===== src/rtl/sdvm_digit_sequencer_if.sv =====
// Digit handshake between the upstream digit-recurrence unit (master)
// and the SDVM digit sequencer (slave).
interface sdvm_digit_sequencer_if;
    logic [1:0] digit_in;
    logic       digit_valid;
    logic       digit_ready;

    modport master (output digit_in, output digit_valid, input digit_ready);
    modport slave  (input digit_in, input digit_valid, output digit_ready);
endinterface


===== src/rtl/sdvm_digit_sequencer.sv =====
// Sequences one signed-digit vector multiplier stage: buffers quotient digits,
// inserts online-delay warm-up cycles, then issues one digit select per cycle.
module sdvm_digit_sequencer #(
    parameter int ITER       = 64,
    parameter int DELAY      = 4,
    parameter int FIFO_DEPTH = 4,
    parameter int CW         = 7
) (
    input  logic                 clk,
    input  logic                 asyn_reset,
    input  logic                 start,
    sdvm_digit_sequencer_if.slave dig,
    output logic [1:0]           sel_out,
    output logic                 sdvm_enable,
    output logic [CW-1:0]        iter_count,
    output logic                 busy,
    output logic                 done,
    output logic                 err_illegal
);

    localparam int AW = (FIFO_DEPTH > 1) ? $clog2(FIFO_DEPTH) : 1;
    localparam int WW = (DELAY > 1) ? $clog2(DELAY) : 1;
    localparam logic [WW-1:0] WLAST  = (DELAY > 0) ? WW'(DELAY - 1) : '0;
    localparam logic [AW:0]   FULL   = (AW + 1)'(FIFO_DEPTH);
    localparam logic [CW-1:0] ITER_C = CW'(ITER);
    localparam logic [CW-1:0] LAST_C = CW'(ITER - 1);

    typedef enum logic [1:0] {S_IDLE, S_WARMUP, S_RUN, S_DONE} state_t;

    state_t        state_q, state_d;
    logic [WW-1:0] wcnt_q, wcnt_d;
    logic [AW-1:0] rd_q, rd_d, wr_q, wr_d;
    logic [AW:0]   cnt_q, cnt_d;
    logic [CW-1:0] pushed_q, pushed_d;
    logic [CW-1:0] iter_q, iter_d;
    logic [1:0]    sel_q, sel_d;
    logic          en_q, en_d;
    logic          err_q, err_d;

    logic [1:0]    mem [FIFO_DEPTH];
    logic          dig_ready;
    logic          push, pop;
    logic [1:0]    pop_dig;

    assign push    = dig.digit_valid && dig_ready;
    assign pop     = (state_q == S_RUN) && (cnt_q != '0);
    assign pop_dig = mem[rd_q];

    // State register
    always_ff @(posedge clk or negedge asyn_reset) begin
        if (!asyn_reset) begin
            state_q  <= S_IDLE;
            wcnt_q   <= '0;
            rd_q     <= '0;
            wr_q     <= '0;
            cnt_q    <= '0;
            pushed_q <= '0;
            iter_q   <= '0;
            sel_q    <= 2'b00;
            en_q     <= 1'b0;
            err_q    <= 1'b0;
        end else begin
            state_q  <= state_d;
            wcnt_q   <= wcnt_d;
            rd_q     <= rd_d;
            wr_q     <= wr_d;
            cnt_q    <= cnt_d;
            pushed_q <= pushed_d;
            iter_q   <= iter_d;
            sel_q    <= sel_d;
            en_q     <= en_d;
            err_q    <= err_d;
        end
    end

    // Digit storage carries no reset; occupancy is tracked by cnt_q alone.
    always_ff @(posedge clk) begin
        if (push) begin
            mem[wr_q] <= dig.digit_in;
        end
    end

    // Next-state logic
    always_comb begin
        state_d  = state_q;
        wcnt_d   = wcnt_q;
        iter_d   = iter_q;
        err_d    = err_q;
        pushed_d = pushed_q;
        sel_d    = 2'b00;
        en_d     = 1'b0;

        case (state_q)
            S_IDLE: begin
                if (start) begin
                    state_d  = (DELAY > 0) ? S_WARMUP : S_RUN;
                    wcnt_d   = '0;
                    iter_d   = '0;
                    err_d    = 1'b0;
                    pushed_d = '0;
                end
            end
            S_WARMUP: begin
                en_d = 1'b1;
                if (wcnt_q == WLAST) begin
                    state_d = S_RUN;
                end else begin
                    wcnt_d = wcnt_q + 1'b1;
                end
            end
            S_RUN: begin
                if (pop) begin
                    en_d   = 1'b1;
                    iter_d = iter_q + 1'b1;
                    // An illegal 11 still advances the multiplier, but as a zero digit.
                    if (pop_dig == 2'b11) begin
                        err_d = 1'b1;
                    end else begin
                        sel_d = pop_dig;
                    end
                    if (iter_q == LAST_C) begin
                        state_d = S_DONE;
                    end
                end
            end
            S_DONE: begin
                state_d = S_IDLE;
            end
            default: begin
                state_d = S_IDLE;
            end
        endcase

        if (push) begin
            pushed_d = pushed_q + 1'b1;
        end

        rd_d = pop  ? rd_q + 1'b1 : rd_q;
        wr_d = push ? wr_q + 1'b1 : wr_q;
        case ({push, pop})
            2'b10:   cnt_d = cnt_q + 1'b1;
            2'b01:   cnt_d = cnt_q - 1'b1;
            default: cnt_d = cnt_q;
        endcase
    end

    // Output decode; ready ignores this cycle's pop and stops after ITER pushes.
    always_comb begin
        busy      = (state_q == S_WARMUP) || (state_q == S_RUN);
        done      = (state_q == S_DONE);
        dig_ready = busy && (cnt_q != FULL) && (pushed_q < ITER_C);
    end

    assign dig.digit_ready = dig_ready;
    assign sel_out         = sel_q;
    assign sdvm_enable     = en_q;
    assign iter_count      = iter_q;
    assign err_illegal     = err_q;

endmodule


===== src/flat_wrapper.sv =====
// flat-port wrapper written by rule: the top's interface ports become plain ports
module sdvm_digit_sequencer_flat 
#(
    parameter int ITER       = 64,
    parameter int DELAY      = 4,
    parameter int FIFO_DEPTH = 4,
    parameter int CW         = 7
)
  (clk, asyn_reset, start, sel_out, sdvm_enable, iter_count, busy, done, err_illegal, dig_digit_in, dig_digit_valid, dig_digit_ready);
  sdvm_digit_sequencer_if dig_i ();
  input  logic clk;
  input  logic asyn_reset;
  input  logic start;
  output logic [1:0] sel_out;
  output logic sdvm_enable;
  output logic [CW-1:0] iter_count;
  output logic busy;
  output logic done;
  output logic err_illegal;
  input wire logic [$bits(dig_i.digit_in)-1:0] dig_digit_in;
  input wire logic [$bits(dig_i.digit_valid)-1:0] dig_digit_valid;
  output wire logic [$bits(dig_i.digit_ready)-1:0] dig_digit_ready;
  assign dig_i.digit_in = dig_digit_in;
  assign dig_i.digit_valid = dig_digit_valid;
  assign dig_digit_ready = dig_i.digit_ready;
  sdvm_digit_sequencer #(.ITER(ITER), .DELAY(DELAY), .FIFO_DEPTH(FIFO_DEPTH), .CW(CW)) u_core (.clk(clk), .asyn_reset(asyn_reset), .start(start), .dig(dig_i), .sel_out(sel_out), .sdvm_enable(sdvm_enable), .iter_count(iter_count), .busy(busy), .done(done), .err_illegal(err_illegal));
endmodule

===== config.mk =====
export PLATFORM = sky130hd
export DESIGN_NAME = sdvm_digit_sequencer_flat
export DESIGN_NICKNAME = d
export VERILOG_FILES = /design/src/rtl/sdvm_digit_sequencer_if.sv /design/src/rtl/sdvm_digit_sequencer.sv /design/src/flat_wrapper.sv
export SDC_FILE = /design/constraint.sdc
export NUM_CORES = 1
export LEC_CHECK = 0
export CORE_MARGIN = 10
export CORE_UTILIZATION = 40
export CTS_CLUSTER_DIAMETER = 50
export DETAILED_ROUTE_END_ITERATION = 6
export GPL_ROUTABILITY_DRIVEN = 0
export GPL_TIMING_DRIVEN = 0
export HOLD_SLACK_MARGIN = 0.1
export PLACE_DENSITY = 0.69
export RECOVER_POWER = 100
export SLEW_MARGIN = 20
export SYNTH_ARGS = -nofsm -noshare
export SYNTH_HDL_FRONTEND = slang
export SYNTH_SLANG_ARGS = --single-unit

===== constraint.sdc =====
create_clock -name clk -period 2.79 [get_ports clk]
set_input_delay 0.4185 -clock clk [delete_from_list [all_inputs] [get_ports clk]]
set_output_delay 0.4185 -clock clk [all_outputs]
set_load 0.005 [all_outputs]

; Word-level counts from Yosys, hierarchy flattened
; Memory sizes are Yosys's and may differ from the RTL's.
; Index checks and enable logic that the tools add are counted.
[op_classes]
n_addsub = 7
magnitude_cmp = 1
n_eq_ne = 15
muxes = 25
n_reduce_logical = 17
[op_table]
columns = cell, count
row1 = 2-to-1 mux 7 bit, 4
row2 = 2-to-1 mux 2 bit, 9
row3 = adder 7 x 1 -> 7 bit (second input constant), 2
row4 = case mux 7 bit (2 select lines), 1
row5 = equality test 2 bit (second input constant), 5
row6 = nonzero test 2 bit, 5
row7 = inequality test 2 bit (second input constant), 4
row8 = case mux 2 bit (4 select lines), 1
row9 = AND reduction 4 bit, 2
row10 = equality test 7 x 6 -> 1 bit (second input constant), 1
row11 = less-than comparator 7 bit (second input constant), 1
row12 = adder 2 x 1 -> 2 bit (second input constant), 3
row13 = 2-to-1 mux 1 bit, 6
row14 = case mux 3 bit (2 select lines), 1
row15 = AND reduction 3 bit, 2
row16 = equality test 2 x 1 -> 1 bit (second input constant), 2
row17 = logical AND 1 bit, 4
row18 = inequality test 2 x 1 -> 1 bit (second input constant), 2
row19 = case mux 1 bit (2 select lines), 2
row20 = case mux 2 bit (2 select lines), 1
row21 = adder 3 x 1 -> 3 bit (second input constant), 1
row22 = inequality test 3 bit (second input constant), 1
row23 = nonzero test 3 bit, 1
row24 = subtractor 3 x 1 -> 3 bit (second input constant), 1
row25 = 3 further kinds, 3
[word_totals]
register_bits = 29
mem_bits_rw = 8
inputBits = 6
out_inout_bits = 14
mem_count = 1
[mem_list]
columns = memory, words, word_bits, rd, rd_ports_with_merged_regs, wr, line_no
row1 = u_core.mem, 4, 2, 1, 0, 1, sdvm_digit_sequencer.sv:40  ; logic [1:0] mem [FIFO_DEPTH];

; Depth between registers and ports, before layout
[depth]
word_depth = 7
depth_mapped = 10
ltp_nobuf = 10

; Worst setup path after synthesis
; OpenSTA, ideal clock, no wires.
[synth_path]
path_type = flip-flop to flip-flop
from = register u_core.state_q[0]
to = register u_core.cnt_q[2]
setup_ns = 0.079
t_arrival_ns = 2.108
slack_ns = 0.602
path_stages_with_launch = 11
n_path_buf = 0
synth_period_minus_slack_ns = 2.188
path_cell_list = dfrtp_1 inv_1 ha_1 and4b_4 clkinv_1 ha_1 inv_1 fa_1 xor2_1 nor2_1 xor2_1
[synth_between]
elab_chain_len = 7
elab_cells_between_ends = 11
[synth_rtl]
columns = item, line_no
row1 = from (decl), sdvm_digit_sequencer.sv:30  ; state_t state_q, state_d;
row2 = from (signal assigned), sdvm_digit_sequencer.sv:63  ; state_q <= state_d;
row3 = equality test 2 x 1 -> 1 bit / equality test 2 bit (equally long branches), sdvm_digit_sequencer.sv:149  ; busy = (state_q == S_WARMUP) || (state_q == S_RUN);
row4 = logical OR 1 bit *, sdvm_digit_sequencer.sv:149
row5 = via busy, flat_wrapper.sv:17  ; output logic busy;
row6 = logical AND 1 bit * (2 in a row), sdvm_digit_sequencer.sv:151  ; dig_ready = busy && (cnt_q != FULL) && (pushed_q < ITER_C);
row7 = logical AND 1 bit *, sdvm_digit_sequencer.sv:45  ; assign push = dig.digit_valid && dig_ready;
row8 = equality test 2 x 1 -> 1 bit / equality test 2 bit (equally long branches), sdvm_digit_sequencer.sv:140  ; case ({push, pop})
row9 = case mux 3 bit (2 select lines) / nonzero test 2 bit (equally long branches), -
row10 = to (signal assigned), sdvm_digit_sequencer.sv:67  ; cnt_q <= cnt_d;
row11 = to (decl), sdvm_digit_sequencer.sv:33  ; logic [AW:0] cnt_q, cnt_d;
; Mark *: on every way through the listed nets, which the timed path passes. The rest lies on a longest branch.
; A chain may end at the register's enable or synchronous reset.

; Worst setup path after layout
[layout_path]
from = register u_core.state_q[0]
to = register u_core.state_q[1]
[layout_between]
elab_chain_len = 4
elab_cells_between_ends = 11
[layout_rtl]
columns = item, line_no
row1 = equality test 2 bit, "sdvm_digit_sequencer.sv:46, sdvm_digit_sequencer.sv:93"
row2 = logical AND 1 bit, sdvm_digit_sequencer.sv:46  ; assign pop = (state_q == S_RUN) && (cnt_q != '0);
row3 = inequality test 2 x 1 -> 1 bit (no source line), -
row4 = AND reduction 4 bit (no source line), -
; Several ways; a longest one is shown, not always the timed one.

==> impl_metrics.yaml <==
run_status:
  status: "finished with violations"
  violations: "max-capacitance violations, max-slew violations"
synthesis:
  synth.top_cell.area_share: 0.3900
  syn_area_mm2: 0.001861
  yosysUniqueCellTypes: 37
  syn_inst: 161
  synth_top_area_cell: "dfrtp_1"
  avgSynthCellArea_um2: 11.56
  yosys_warnings: 0
  ys_seq_elements: 37
  synth_nets: 180
  synth_seq_area_share: 0.5192
  synth.area.top_cells: "dfrtp_1, edfxtp_1, ha_1"
grt:
  grt_overflow_total: 0
  grtUsageTotal: 0.09726
  antenna_found_initial: 0
  grt_first_pass_wirelength_um: 5954
  use_met3: 0.03807
  grt-busiest-layer: "met2"
  globalRouteMet2Util: 0.1614
  grt_pass1_vias: 1297
  use_met1: 0.1073
  grt_max_degree: 30
finish:
  n_antenna_cell: 0
  drive_gt1_frac: 0.06383
  fill_cells: 414
  multi_input_area_um2: 835.8
  postLayoutCellArea_mm2: 0.002172
  ff_latch_area_um2: 965.9
  stdcell_count: 240
  area_growth_pct: 16.74
  fin_nets: 206
  utilization: 0.4887
worst_setup_path:
  end_kind: "flip-flop"
  reg2reg_depth: 6
  critical-path-max-stage-delay_ps: 910
  criticalPathCategory: "reg2reg"
  start_kind: "flip-flop"
  critical_path_arrival_ps: 2640
  r2r_start: "u_core.state_q[0]$_DFFE_PN0P_"
  worstPathMaxFanout: 7
  ff2ff_setup_slack_ps: 320
  crit_start: "u_core.state_q[0]$_DFFE_PN0P_"
  r2r-end: "u_core.state_q[1]$_DFFE_PN0P_"
  endpoint: "u_core.state_q[1]$_DFFE_PN0P_"
  worstPathRequired_ps: 2960
  slowest_stage: "nor4b_1"
  crit_chain: "inv_1, ha_1, nor4b_1, nor3_1, nand2_1, mux2_2"
clocking:
  cts_buffers: 5
  worstSkewPairLatency_ps: 290
  h-tree-depth: 2
  postCtsHoldBufs: 0
  cts_root_buffer: "clkbuf_8"
  post_cts_resized: 0
  post-cts-setup-buffers: 0
  cts_tree: "built"
  cts_buffer_depth: 2
  clkTransAtPathRegs_ps: 60
  clkSinkCount: 37
sta:
  setup_viol: 0
  rsz0062_at_grt: "no"
  fin_setup_tns_ps: 0
  finalClockSkew_ps: 6.259
  slew_viol_final: 30
  worst_pin_slew_ps: 1601
  hold_ws_ps: 524.2
  slew-limit-headroom: -0.06740
  hold_violations: 0
  fmax_mhz: 405.1
  period_needed_ps: 2468
  period_share: 0.8847
detailed_routing:
  drt_iter0_markers: 74
  ant_nets: 0
  vias_per_cell: 5.304
  vias: 1273
  dr.pass1.iters: 4
  routedWlPerCell_um: 14.96
  routed_wl_um: 3591
  drc: 0
place:
  port_buffers: 19
  dpl.hpwl_um: 2684
  place_area_mm2: 0.002111
  placedCellCount: 232
power_and_ir_drop:
  power.internal_mw: 1.478
  power_frac_comb: 0.463
  power.net_switching_mw: 0.9079
  p_seq_frac: 0.391
  power_leakage_nw: 0.9831
  powerDensity_mw_per_mm2: 1099
  clkPwrFrac: 0.146
  ir_drop_v: 0.0002943
  p_sw_frac: 0.3805
die:
  io_pins: 20
  rows: 24
  core-area_mm2: 0.004444
  dieHeight_um: 88.20
  die_w_um: 88.20
  dieArea_mm2: 0.007779
  start_util: 0.4186
run:
  maxCapViolations: 1
hold_path:
  hold_path_class: "reg2reg"
## per-stage QoR
| step | power (mW) | setup WS, ps |
|---|---|---|
| 5_1_grt | 2.611 | 103.8 |
| 3_3_place_gp | 2.047 | 442.9 |
| 2_1_floorplan | 1.701 | 602.5 |
| 6_report | 2.386 | 321.6 |
| 3_5_place_dp | 2.124 | 342.4 |
| 4_1_cts | 2.487 | 326.8 |
## cell usage in the layout, fill, tap and decap left out, types with 2 or more instances in the layout
cell type        count
dfrtp_1             29
dlygate4sd3_1       16
nand2_1             15
nor2_1              13
ha_1                12
xnor2_1              9
inv_1                8
edfxtp_1             8
nand3_1              7
clkbuf_1             6
o21ai_0              5
nor3_1               5
clkbuf_8             5
and2_0               4
nor3b_1              4
a211o_1              4
nor2b_1              3
mux2i_1              3
and3_1               3
o31ai_1              2
mux4_2               2
a22o_1               2
a22oi_1              2
nor4b_1              2
mux2_2               2
xor2_1               2
or2_2                2
nor4_1               2
clkdlybuf4s50_1      2
## Yosys cell counts
library cell and instances:
nand3_1 7, o21a_1 1, or3b_1 1, xnor2_1 9
a211o_1 4, buf_6 1, nor3_1 5, ha_1 12
fa_1 1, a21oi_2 1, a22oi_1 2, clkinv_1 1
mux2_2 2, mux4_2 2, nor2_1 13, mux2i_1 3
a221o_1 1, a32o_1 1, xor2_1 2, and3_1 3
and3b_1 1, nor4_1 2, nor4b_1 1, o31ai_1 2
inv_1 8, nor2b_1 3, edfxtp_1 8, dfrtp_1 29
o21ai_0 5, clkbuf_1 1, or2_2 2, nor4b_2 1
nand2_1 15, nor3b_1 4, and2_1 4, a22o_1 2
and4b_4 1
## registers in the layout (all words and copies together), names as in the netlist
name                cells
u_core.mem              8
u_core.iter_count       7
u_core.pushed_q         7
u_core.cnt_q            3
u_core.rd_q             2
u_core.sel_out          2
u_core.state_q          2
u_core.wcnt_q           2
u_core.wr_q             2
u_core.err_illegal      1
u_core.sdvm_enable      1
## layer usage
layer / part of all wire / vias up
met2: 0.50 / 31
met4: 0.024 / 0
met3: 0.060 / 10
met1: 0.41 / 608
met5: 0 / -
li1: - / 624
## worst min path at each step
stage / from / to / slack (ps) / depth (start not counted)
global placement: u_core.pushed_q[6]$_DFFE_PN0P_ / u_core.pushed_q[6]$_DFFE_PN0P_ / 500 / 1
CTS: asyn_reset / u_core.wcnt_q[0]$_DFFE_PN0P_ / 170 / 1
detailed placement: asyn_reset / u_core.state_q[0]$_DFFE_PN0P_ / 480 / 1
finish: u_core.rd_q[1]$_DFFE_PN0N_ / u_core.rd_q[1]$_DFFE_PN0N_ / 520 / 1
floorplan: asyn_reset / u_core.cnt_q[0]$_DFFE_PN0P_ / 120 / 0
global route: u_core.cnt_q[2]$_DFFE_PN0P_ / u_core.cnt_q[2]$_DFFE_PN0P_ / 540 / 1
## power by group through the flow
stage	sequential (mW)	combinational, mW	clock, mW
global placement	0.925	1.12	0
CTS	0.938	1.19	0.362
floorplan	0.911	0.791	0
global route	0.963	1.26	0.384
detailed placement	0.948	1.18	0
finish	0.932	1.11	0.349
## worst max-delay path, delay by kind of cell, from the launching register on
family | cells | cell delay, ps
adder cells (fa/ha/maj) | 1 | 290
buffers and inverters | 1 | 110
flip-flops | 1 | 410
multiplexers | 1 | 340
AND/OR/NAND/NOR | 3 | 1210
## area by class of cell
class | instances | area share
sequential | 37 | 0.4447
multi-input combinational | 113 | 0.3848
timing repair buffer | 19 | 0.08468
clock buffer | 8 | 0.03687
tap | 52 | 0.02995
inverter | 9 | 0.01555
buffer | 2 | 0.003456
## kinds of logic after synthesis
family / share of synthesized area
xor gates and xnor gates: 0.05179
AOI/OAI and AO/OA: 0.07733
buffers and inverters: 0.02622
DFF: 0.5192
and+or+nand+nor: 0.1816
adders and majority gates: 0.09146
muxes: 0.05245
(Power assumes the default switching activity.)
